### config.mk
export PLATFORM = sky130hd
export DESIGN_NAME = jump_target_encoder
export DESIGN_NICKNAME = d
export VERILOG_FILES = /design/src/rtl/jump_target_encoder_pkg.sv /design/src/rtl/jump_target_encoder_result_fifo.sv /design/src/rtl/jump_target_encoder.sv
export SDC_FILE = /design/constraint.sdc
export NUM_CORES = 1
export LEC_CHECK = 0
export CORE_MARGIN = 2
export CORE_UTILIZATION = 40
export CTS_BUF_LIST = sky130_fd_sc_hd__clkbuf_8 sky130_fd_sc_hd__clkbuf_16
export CTS_CLUSTER_DIAMETER = 50
export DETAILED_ROUTE_END_ITERATION = 16
export PLACE_DENSITY = 0.8
export SLEW_MARGIN = 10
export SYNTH_ARGS = -nofsm -noshare
export SYNTH_HDL_FRONTEND = slang
export SYNTH_HIERARCHICAL = 1
export SYNTH_SLANG_ARGS = --single-unit
### constraint.sdc
create_clock -name clk -period 2.9 [get_ports clk]
set_clock_uncertainty 0.15 [all_clocks]
set_input_delay 0.58 -clock clk [delete_from_list [all_inputs] [get_ports clk]]
set_output_delay 0.58 -clock clk [all_outputs]
set_load 0.005 [all_outputs]
### src/rtl/jump_target_encoder_pkg.sv
// Shared J-format encoding constants and the result entry carried through the buffer.
// Latency: n/a (types and constants only).
// Backpressure: n/a.
package jump_target_encoder_pkg;

  localparam int FIELD_W  = 26;  // J-format instr_index width
  localparam int REGION_W = 4;   // upper PC bits a J-type jump cannot change
  localparam int ALIGN_W  = 2;   // byte-offset bits that must be zero for a word target

  typedef struct packed {
    logic [FIELD_W-1:0] field;
    logic               misaligned;
    logic               region_err;
  } result_t;

endpackage

### src/rtl/jump_target_encoder_result_fifo.sv
// Result buffer: DEPTH-entry circular FIFO of encoded results with occupancy count.
// Latency: a pushed entry is visible at the head one cycle later; no write-to-read bypass.
// Backpressure: full/empty derive from the registered count only; caller gates push/pop.
module jte_result_fifo
  import jump_target_encoder_pkg::*;
#(
  parameter int DEPTH = 2
) (
  input  logic                         clk,
  input  logic                         reset_n,
  input  logic                         push,
  input  result_t                      wr_data,
  input  logic                         pop,
  output result_t                      rd_data,
  output logic [$clog2(DEPTH+1)-1:0]   count,
  output logic                         full,
  output logic                         empty
);

  localparam int CNT_W = $clog2(DEPTH + 1);
  localparam int PTR_W = (DEPTH > 1) ? $clog2(DEPTH) : 1;

  result_t            mem [0:DEPTH-1];
  logic [PTR_W-1:0]   wr_ptr;
  logic [PTR_W-1:0]   rd_ptr;
  logic               do_push;
  logic               do_pop;

  // Guard against overflow/underflow regardless of what the caller asks for.
  always_comb begin
    do_push = push && !full;
    do_pop  = pop && !empty;
  end

  // Storage is deliberately left unreset; validity is tracked by count alone.
  always_ff @(posedge clk) begin
    if (do_push) mem[wr_ptr] <= wr_data;
  end

  // Pointers wrap at DEPTH (not a power of two in general); count tracks occupancy.
  always_ff @(posedge clk or negedge reset_n) begin
    if (!reset_n) begin
      wr_ptr <= '0;
      rd_ptr <= '0;
      count  <= '0;
    end else begin
      if (do_push) wr_ptr <= (wr_ptr == PTR_W'(DEPTH - 1)) ? '0 : wr_ptr + 1'b1;
      if (do_pop)  rd_ptr <= (rd_ptr == PTR_W'(DEPTH - 1)) ? '0 : rd_ptr + 1'b1;
      if (do_push && !do_pop)      count <= count + 1'b1;
      else if (do_pop && !do_push) count <= count - 1'b1;
    end
  end

  // Status flags and a head view that reads zero when nothing is buffered.
  always_comb begin
    full    = (count == CNT_W'(DEPTH));
    empty   = (count == '0);
    rd_data = empty ? '0 : mem[rd_ptr];
  end

endmodule

### src/rtl/jump_target_encoder.sv
// Encodes a jump byte address into the J-format instr_index and flags misalignment / region errors.
// Latency: one cycle from accept to out_valid through an OUT_DEPTH-entry result buffer.
// Backpressure: in_ready depends only on buffer occupancy, never combinationally on out_ready.
module jump_target_encoder
  import jump_target_encoder_pkg::*;
#(
  parameter int OUT_DEPTH = 2,
  parameter int ERR_W     = 8
) (
  input  logic               clk,
  input  logic               reset_n,
  input  logic               in_valid,
  output logic               in_ready,
  input  logic [31:0]        in_target,
  input  logic [31:0]        in_pc_plus4,
  output logic               out_valid,
  input  logic               out_ready,
  output logic [FIELD_W-1:0] out_field,
  output logic               out_misaligned,
  output logic               out_region_err,
  output logic               out_ok,
  output logic [ERR_W-1:0]   err_count
);

  result_t                          enc;
  result_t                          head;
  logic [$clog2(OUT_DEPTH+1)-1:0]   count;
  logic                             full;
  logic                             empty;
  logic                             accept;
  logic                             pop;
  logic                             pc_low_unused;

  // Only the region nibble of PC+4 participates in the check.
  assign pc_low_unused = ^in_pc_plus4[31-REGION_W:0];

  // Encode the request: drop byte offset, keep 26 index bits, check alignment and region.
  always_comb begin
    enc.field      = in_target[ALIGN_W +: FIELD_W];
    enc.misaligned = |in_target[ALIGN_W-1:0];
    enc.region_err = (in_target[31 -: REGION_W] != in_pc_plus4[31 -: REGION_W]);
  end

  // Handshakes: readiness comes from registered occupancy, so full blocks even with out_ready high.
  always_comb begin
    in_ready  = !full;
    out_valid = !empty;
    accept    = in_valid && !full;
    pop       = !empty && out_ready;
  end

  jte_result_fifo #(
    .DEPTH (OUT_DEPTH)
  ) u_fifo (
    .clk     (clk),
    .reset_n (reset_n),
    .push    (accept),
    .wr_data (enc),
    .pop     (pop),
    .rd_data (head),
    .count   (count),
    .full    (full),
    .empty   (empty)
  );

  // Present the head entry; the FIFO already zeroes it while empty, so out_ok just needs the valid gate.
  always_comb begin
    out_field      = head.field;
    out_misaligned = head.misaligned;
    out_region_err = head.region_err;
    out_ok         = out_valid && !head.misaligned && !head.region_err;
  end

  // Count accepted requests carrying any error, holding at all-ones.
  always_ff @(posedge clk or negedge reset_n) begin
    if (!reset_n) begin
      err_count <= '0;
    end else if (accept && (enc.misaligned || enc.region_err) && (err_count != '1)) begin
      err_count <= err_count + 1'b1;
    end
  end

endmodule

# [After elaboration in Yosys (flattened, before gate mapping)]
# Memories as Yosys holds them, arrays and structs flattened.
# Cells that the tools add are included.
[totals] register_bits=12 mem_bits_rw=56 inputBits=68 n_memories=1
[memory_table] memory="u_fifo.mem" words=2 word_bits=28 rd=1 rd_clocked_by_memory_dff=0 write_ports=1 line_no="jump_target_encoder_result_fifo.sv:23" text="result_t mem [0:DEPTH-1];"
[classes] add_sub_neg=5 eq_ne=3 n_mux=7 reduce_logical=20
[ops] operator="$mux 28" n=1
[ops] operator="$logic_and 1x1->1" n=10
[ops] operator="$add 8x1->8 const B" n=1
[ops] operator="$ne 8x8->1 const B" n=1
[ops] operator="$logic_not 1->1" n=6
[ops] operator="$mux 1" n=4
[ops] operator="$mux 2" n=2
[ops] operator="$ne 4x4->1" n=1
[ops] operator="$add 1x1->1 const B" n=2
[ops] operator="$add 2x1->2 const B" n=1
[ops] operator="$eq 2x2->1 const B" n=1
[ops] operator="$logic_not 2->1" n=1
[ops] operator="$reduce_bool 2->1" n=1
[ops] operator="$reduce_or 2->1" n=1
[ops] operator="$sub 2x1->2 const B" n=1
[ops] operator="$logic_or 1x1->1" n=1

# [Logic depth before layout (Yosys ltp)]
[depth] ltp_word=8 mapped_depth=9 ltp_nobuf=9

# [By module]
# The synthesis kept the hierarchy.
[modules_own_cells] mod="jte_result_fifo" n_inst=1 cells_per_inst=137 area_per_inst_um2=2406.1 seq_area_each_um2=1781.7
[modules_own_cells] mod="jump_target_encoder" n_inst=1 cells_per_inst=49 area_per_inst_um2=505.5 seq_area_each_um2=200.2

# [Worst setup path before layout]
# OpenSTA, ideal clock, no wires.
[synth_path] path_type="flip-flop to flip-flop" start="register u_fifo.count[0]" end="memory u_fifo/mem[0][0] in the netlist's numbering, enable pin" setup_ns=0.413 arrival_ns=2.150 slack_ns=0.187 stages_incl_launch_ff=6 path_cell_list="dfrtp_1 nand2b_1 inv_1 nor2b_2 nand2_1 nor2_1"
[synth_via] elab_chain_cells=6
[synth_rtl] item="from (decl)" line_no="jump_target_encoder_result_fifo.sv:15" text="output logic [$clog2(DEPTH+1)-1:0] count,"
[synth_rtl] item="from (signal assigned)" line_no="jump_target_encoder_result_fifo.sv:49" text="if (do_push && !do_pop) count <= count + 1'b1;"
[synth_rtl] item="from (signal assigned)" line_no="jump_target_encoder_result_fifo.sv:50" text="else if (do_pop && !do_push) count <= count - 1'b1;"
[synth_rtl] item="$eq 2x2->1" line_no="jump_target_encoder_result_fifo.sv:56" text="full = (count == CNT_W'(DEPTH));"
[synth_rtl] item="named net full" line_no="jump_target_encoder.sv:28" text="logic full;"
[synth_rtl] item="$logic_not 1->1" line_no="jump_target_encoder.sv:48" text="accept = in_valid && !full;"
[synth_rtl] item="$logic_and 1x1->1" line_no="jump_target_encoder.sv:48"
[synth_rtl] item="named net accept" line_no="jump_target_encoder.sv:30" text="logic accept;"
[synth_rtl] item="$logic_and 1x1->1" line_no="jump_target_encoder_result_fifo.sv:31" text="do_push = push && !full;"
[synth_rtl] item="$mux 1" line_no="jump_target_encoder_result_fifo.sv:37" text="if (do_push) mem[wr_ptr] <= wr_data;"
[synth_rtl] item="$mux 1 (implied by the code)" line_no="jump_target_encoder_result_fifo.sv:37"
[synth_rtl] item="to (decl)" line_no="jump_target_encoder_result_fifo.sv:23"
# The timed path passes the listed nets, and every way through them passes these cells.

# [Worst setup path after layout]
[layout_path] start="register u_fifo.rd_ptr" end="output port out_ok"
[layout_via] elab_chain_cells=5 elab_cells_between_ends=6 cone_classes="mux: 1; reduce/logical: 4; memory: 1"
[layout_rtl] item="from (decl)" line_no="jump_target_encoder_result_fifo.sv:25" text="logic [PTR_W-1:0] rd_ptr;"
[layout_rtl] item="from (signal assigned)" line_no="jump_target_encoder_result_fifo.sv:48" text="if (do_pop) rd_ptr <= (rd_ptr == PTR_W'(DEPTH - 1)) ? '0 : rd_ptr + 1'b1;"
[layout_rtl] item="$mem_v2 2x28 (*)"
[layout_rtl] item="$mux 28 (*)" line_no="jump_target_encoder_result_fifo.sv:58" text="rd_data = empty ? '0 : mem[rd_ptr];"
[layout_rtl] item="$logic_not 1->1" line_no="jump_target_encoder.sv:71" text="out_ok = out_valid && !head.misaligned && !head.region_err;"
[layout_rtl] item="$logic_and 1x1->1" line_no="jump_target_encoder.sv:71"
[layout_rtl] item="$logic_and 1x1->1 (*)" line_no="jump_target_encoder.sv:71"
[layout_rtl] item="to (decl)" line_no="jump_target_encoder.sv:21" text="output logic out_ok,"
# Every way passes the cells marked *; elsewhere a longest branch is shown, timed or not.

==> reports/results.tsv <==
metric	value	unit
actual slew at the worst max-slew pin	532	ps
CP top delay family	buffers and inverters	
clock power share	22.1	%
RSZ-0062 raised after global routing	false	
final hold vios	0	
crit-path cells	buf_4, mux2i_1, nor2_1, nor3_1, clkdlybuf4s50_1	
drt drc	0	
#FFs+latches synth	68	
Synth Cell Area	2910	sq um
YS warnings	6	
startpoint type of the worst setup path	register	
Synth Area in Compound Gates	0.172	%
setup TNS	0	ps
clk root buf	clkbuf_8	
Initial Utilization	40.8	%
first-pass GRT wire length	7780	microns
Clock H-tree levels	3	
Post-Syn Instances	186	
number of port buffers	78	
I/O Pins	107	
final slew viol count	0	
die area	7980	sq um
wire per inst	13.5	microns
Synth cell types	30	
clock sink total	68	
Diodes inserted	0	
CP max FO	14	
Power Density	1020	nW/um^2
# rows	31	
post-CTS resize count	0	
Logic pwr share	41.8	%
Sw Share	30.1	%
WL final	5120	microns
fmax	374	MHz
Clock Latency Late Sink	320	ps
Synth Area in Adders	0.859	%
largest net degree at the start of global routing	17	
Critical Path AT	1950	ps
WP buf/inv	2	
Core ar.	7140	sq um
# setup viols final	0	
DIE WIDTH	89.3	microns
fin crit period	2680	ps
initial antenna violation count	0	
leakage	1.53	nW
DIE HEIGHT	89.3	microns
Initial DRT Pass Iterations	4	
Layout area overhead	39.2	%
Post-CTS Hold Fix Bufs	0	
Crit-path slowest cell	clkdlybuf4s50_1	
largest family of logic cells by synthesized area	simple AND/OR/NAND/NOR gates	
post-synthesis simple-gate area fraction	12.4	%
status	finished clean	
Mapped Nets	256	
critical path endpoint category	primary output	
DR vias	1737	
Final period util	92.3	%
Hold/Removal Path Class	reg2reg	
layout cell share with drive strength beyond 1	15.7	%
maximum vdd drop	0.594	mV
CTS tree	done	
Antenna Violating Nets Remaining	0	
Design Power	0.00412	W
Max-slew headroom	64.5	%
Final #Nets	346	
grt ovf	0	
Post-Synth XOR/XNOR Area	3.61	%
Hold Path Depth	1	
most frequent cells in the layout	78 x clkdlybuf4s50_1, 56 x edfxtp_1, 29 x mux2i_1, 20 x nor2_1, 12 x nor2_4	
Worst-path clk slew	70	ps
Num CTS Buffers	9	
P_int	0.00288	W
leading cell type in the layout, fill and taps excluded	clkdlybuf4s50_1	
FF-to-FF path depth	9	
Critical Path RT	2170	ps
Cells after DPL	364	
post-synthesis mux area share	11.5	%
Clock Path Buffers	2	
crit-path max cell delay	530	ps
critical path depth	5	
Iteration-0 DRC Markers	57	
P_sw	0.00124	W
register area share after synthesis	68.1	%
drt via density	4.57	
Placer Congestion	0.762	
post-DP HPWL	3590	microns
# Post-CTS Setup Buffers	0	
vias in the first global route	1726	
max-cap viol count	0	
fin cells	380	
Avg Cell Area, Syn	15.7	sq um
Total GRT Usage	13.3	%
Reg power frac	36.1	%
critical path type	reg2out	
registers in the layout, indices dropped and copies added (netlist names):
| name | cells |
|---|---|
| u_fifo/count | 2 |
| u_fifo/mem | 56 |
| err_count | 8 |
| u_fifo/wr_ptr | 1 |
| u_fifo/rd_ptr | 1 |
final timing paths:
path / from / to / slack, ps
max: u_fifo/rd_ptr / out_ok / 220
min: err_count[0] / err_count[0] / 380
max reg2reg: u_fifo/count[0] / u_fifo/count[1] / 810
min reg2reg: err_count[0] / err_count[0] / 380
max in group asynchronous: reset_n / u_fifo/rd_ptr / 1770
min in group asynchronous: reset_n / u_fifo/rd_ptr / 450
layer usage:
layer	wire (microns)	GRT usage (%)	up-vias
met2	2640	22.8	51
met1	2170	15.3	831
met3	278	4.16	5
met5	0	0	-
li1	-	-	850
met4	34	6.11	0
cell families after synthesis:
family                   Yosys count
XOR/XNOR                          12
multiplexers                      33
AND/OR/NAND/NOR                   58
AO/OA/AOI/OAI                      1
buffers and inverters             12
flip-flops                        68
adder cells (fa/ha/maj)            2
cell type report:
class | instances | area, sq um
clock buffers | 9 | 124
flip-flops and latches | 68 | 1980
inverters | 5 | 18.8
multi-input cells | 106 | 847
repair buffers | 86 | 841
well taps | 99 | 124
clock inverters | 7 | 115
fillers | 588 | 3080
cell usage after synthesis (all sizes together):
cell type	instances	area share, %
and3	5	1.1
buf	7	2.7
dfrtp	12	10
edfxtp	56	58
ha	2	0.86
inv	5	0.64
mux2	4	1.5
mux2i	29	10
nand2	3	0.39
nand2b	3	0.64
nand3	4	0.86
nand4	4	0.86
nand4b	1	0.30
nor2	32	6.7
nor2b	3	0.99
nor3	1	0.17
o21ai	1	0.17
or2	2	0.43
xnor2	10	3.0
xor2	2	0.60
power groups by stage:
stage	Sequential, W	Combinational [W]	Clock [W]
3_3_place_gp	0.00150	0.00172	0
3_5_place_dp	0.00151	0.00174	0
4_1_cts	0.00149	0.00176	0.000934
5_1_grt	0.00151	0.00187	0.000975
2_1_floorplan	0.00148	0.000944	0
6_report	0.00149	0.00172	0.000909
through the flow:
stage	area (sq um)	util, %	hold slack [ps]	setup slack (ps)
after global routing	4050	56.8	415	53.6
after CTS	4050	56.8	375	179
after floorplan	2910	-	134	187
after detailed placement	3810	53.4	360	478
final	4050	56.8	376	223
after global placement	3810	53.4	364	510
worst reg2reg max path: stages (launching register included):
cell	delay, ps
dfrtp_1	470
nand2b_1	170
inv_1	80
nor2b_2	280
nand2_1	210
inv_2	80
ha_1	150
xor2_1	160
nor2_1	70
xor2_1	140
Note: power is estimated with default switching activity, not from simulation.
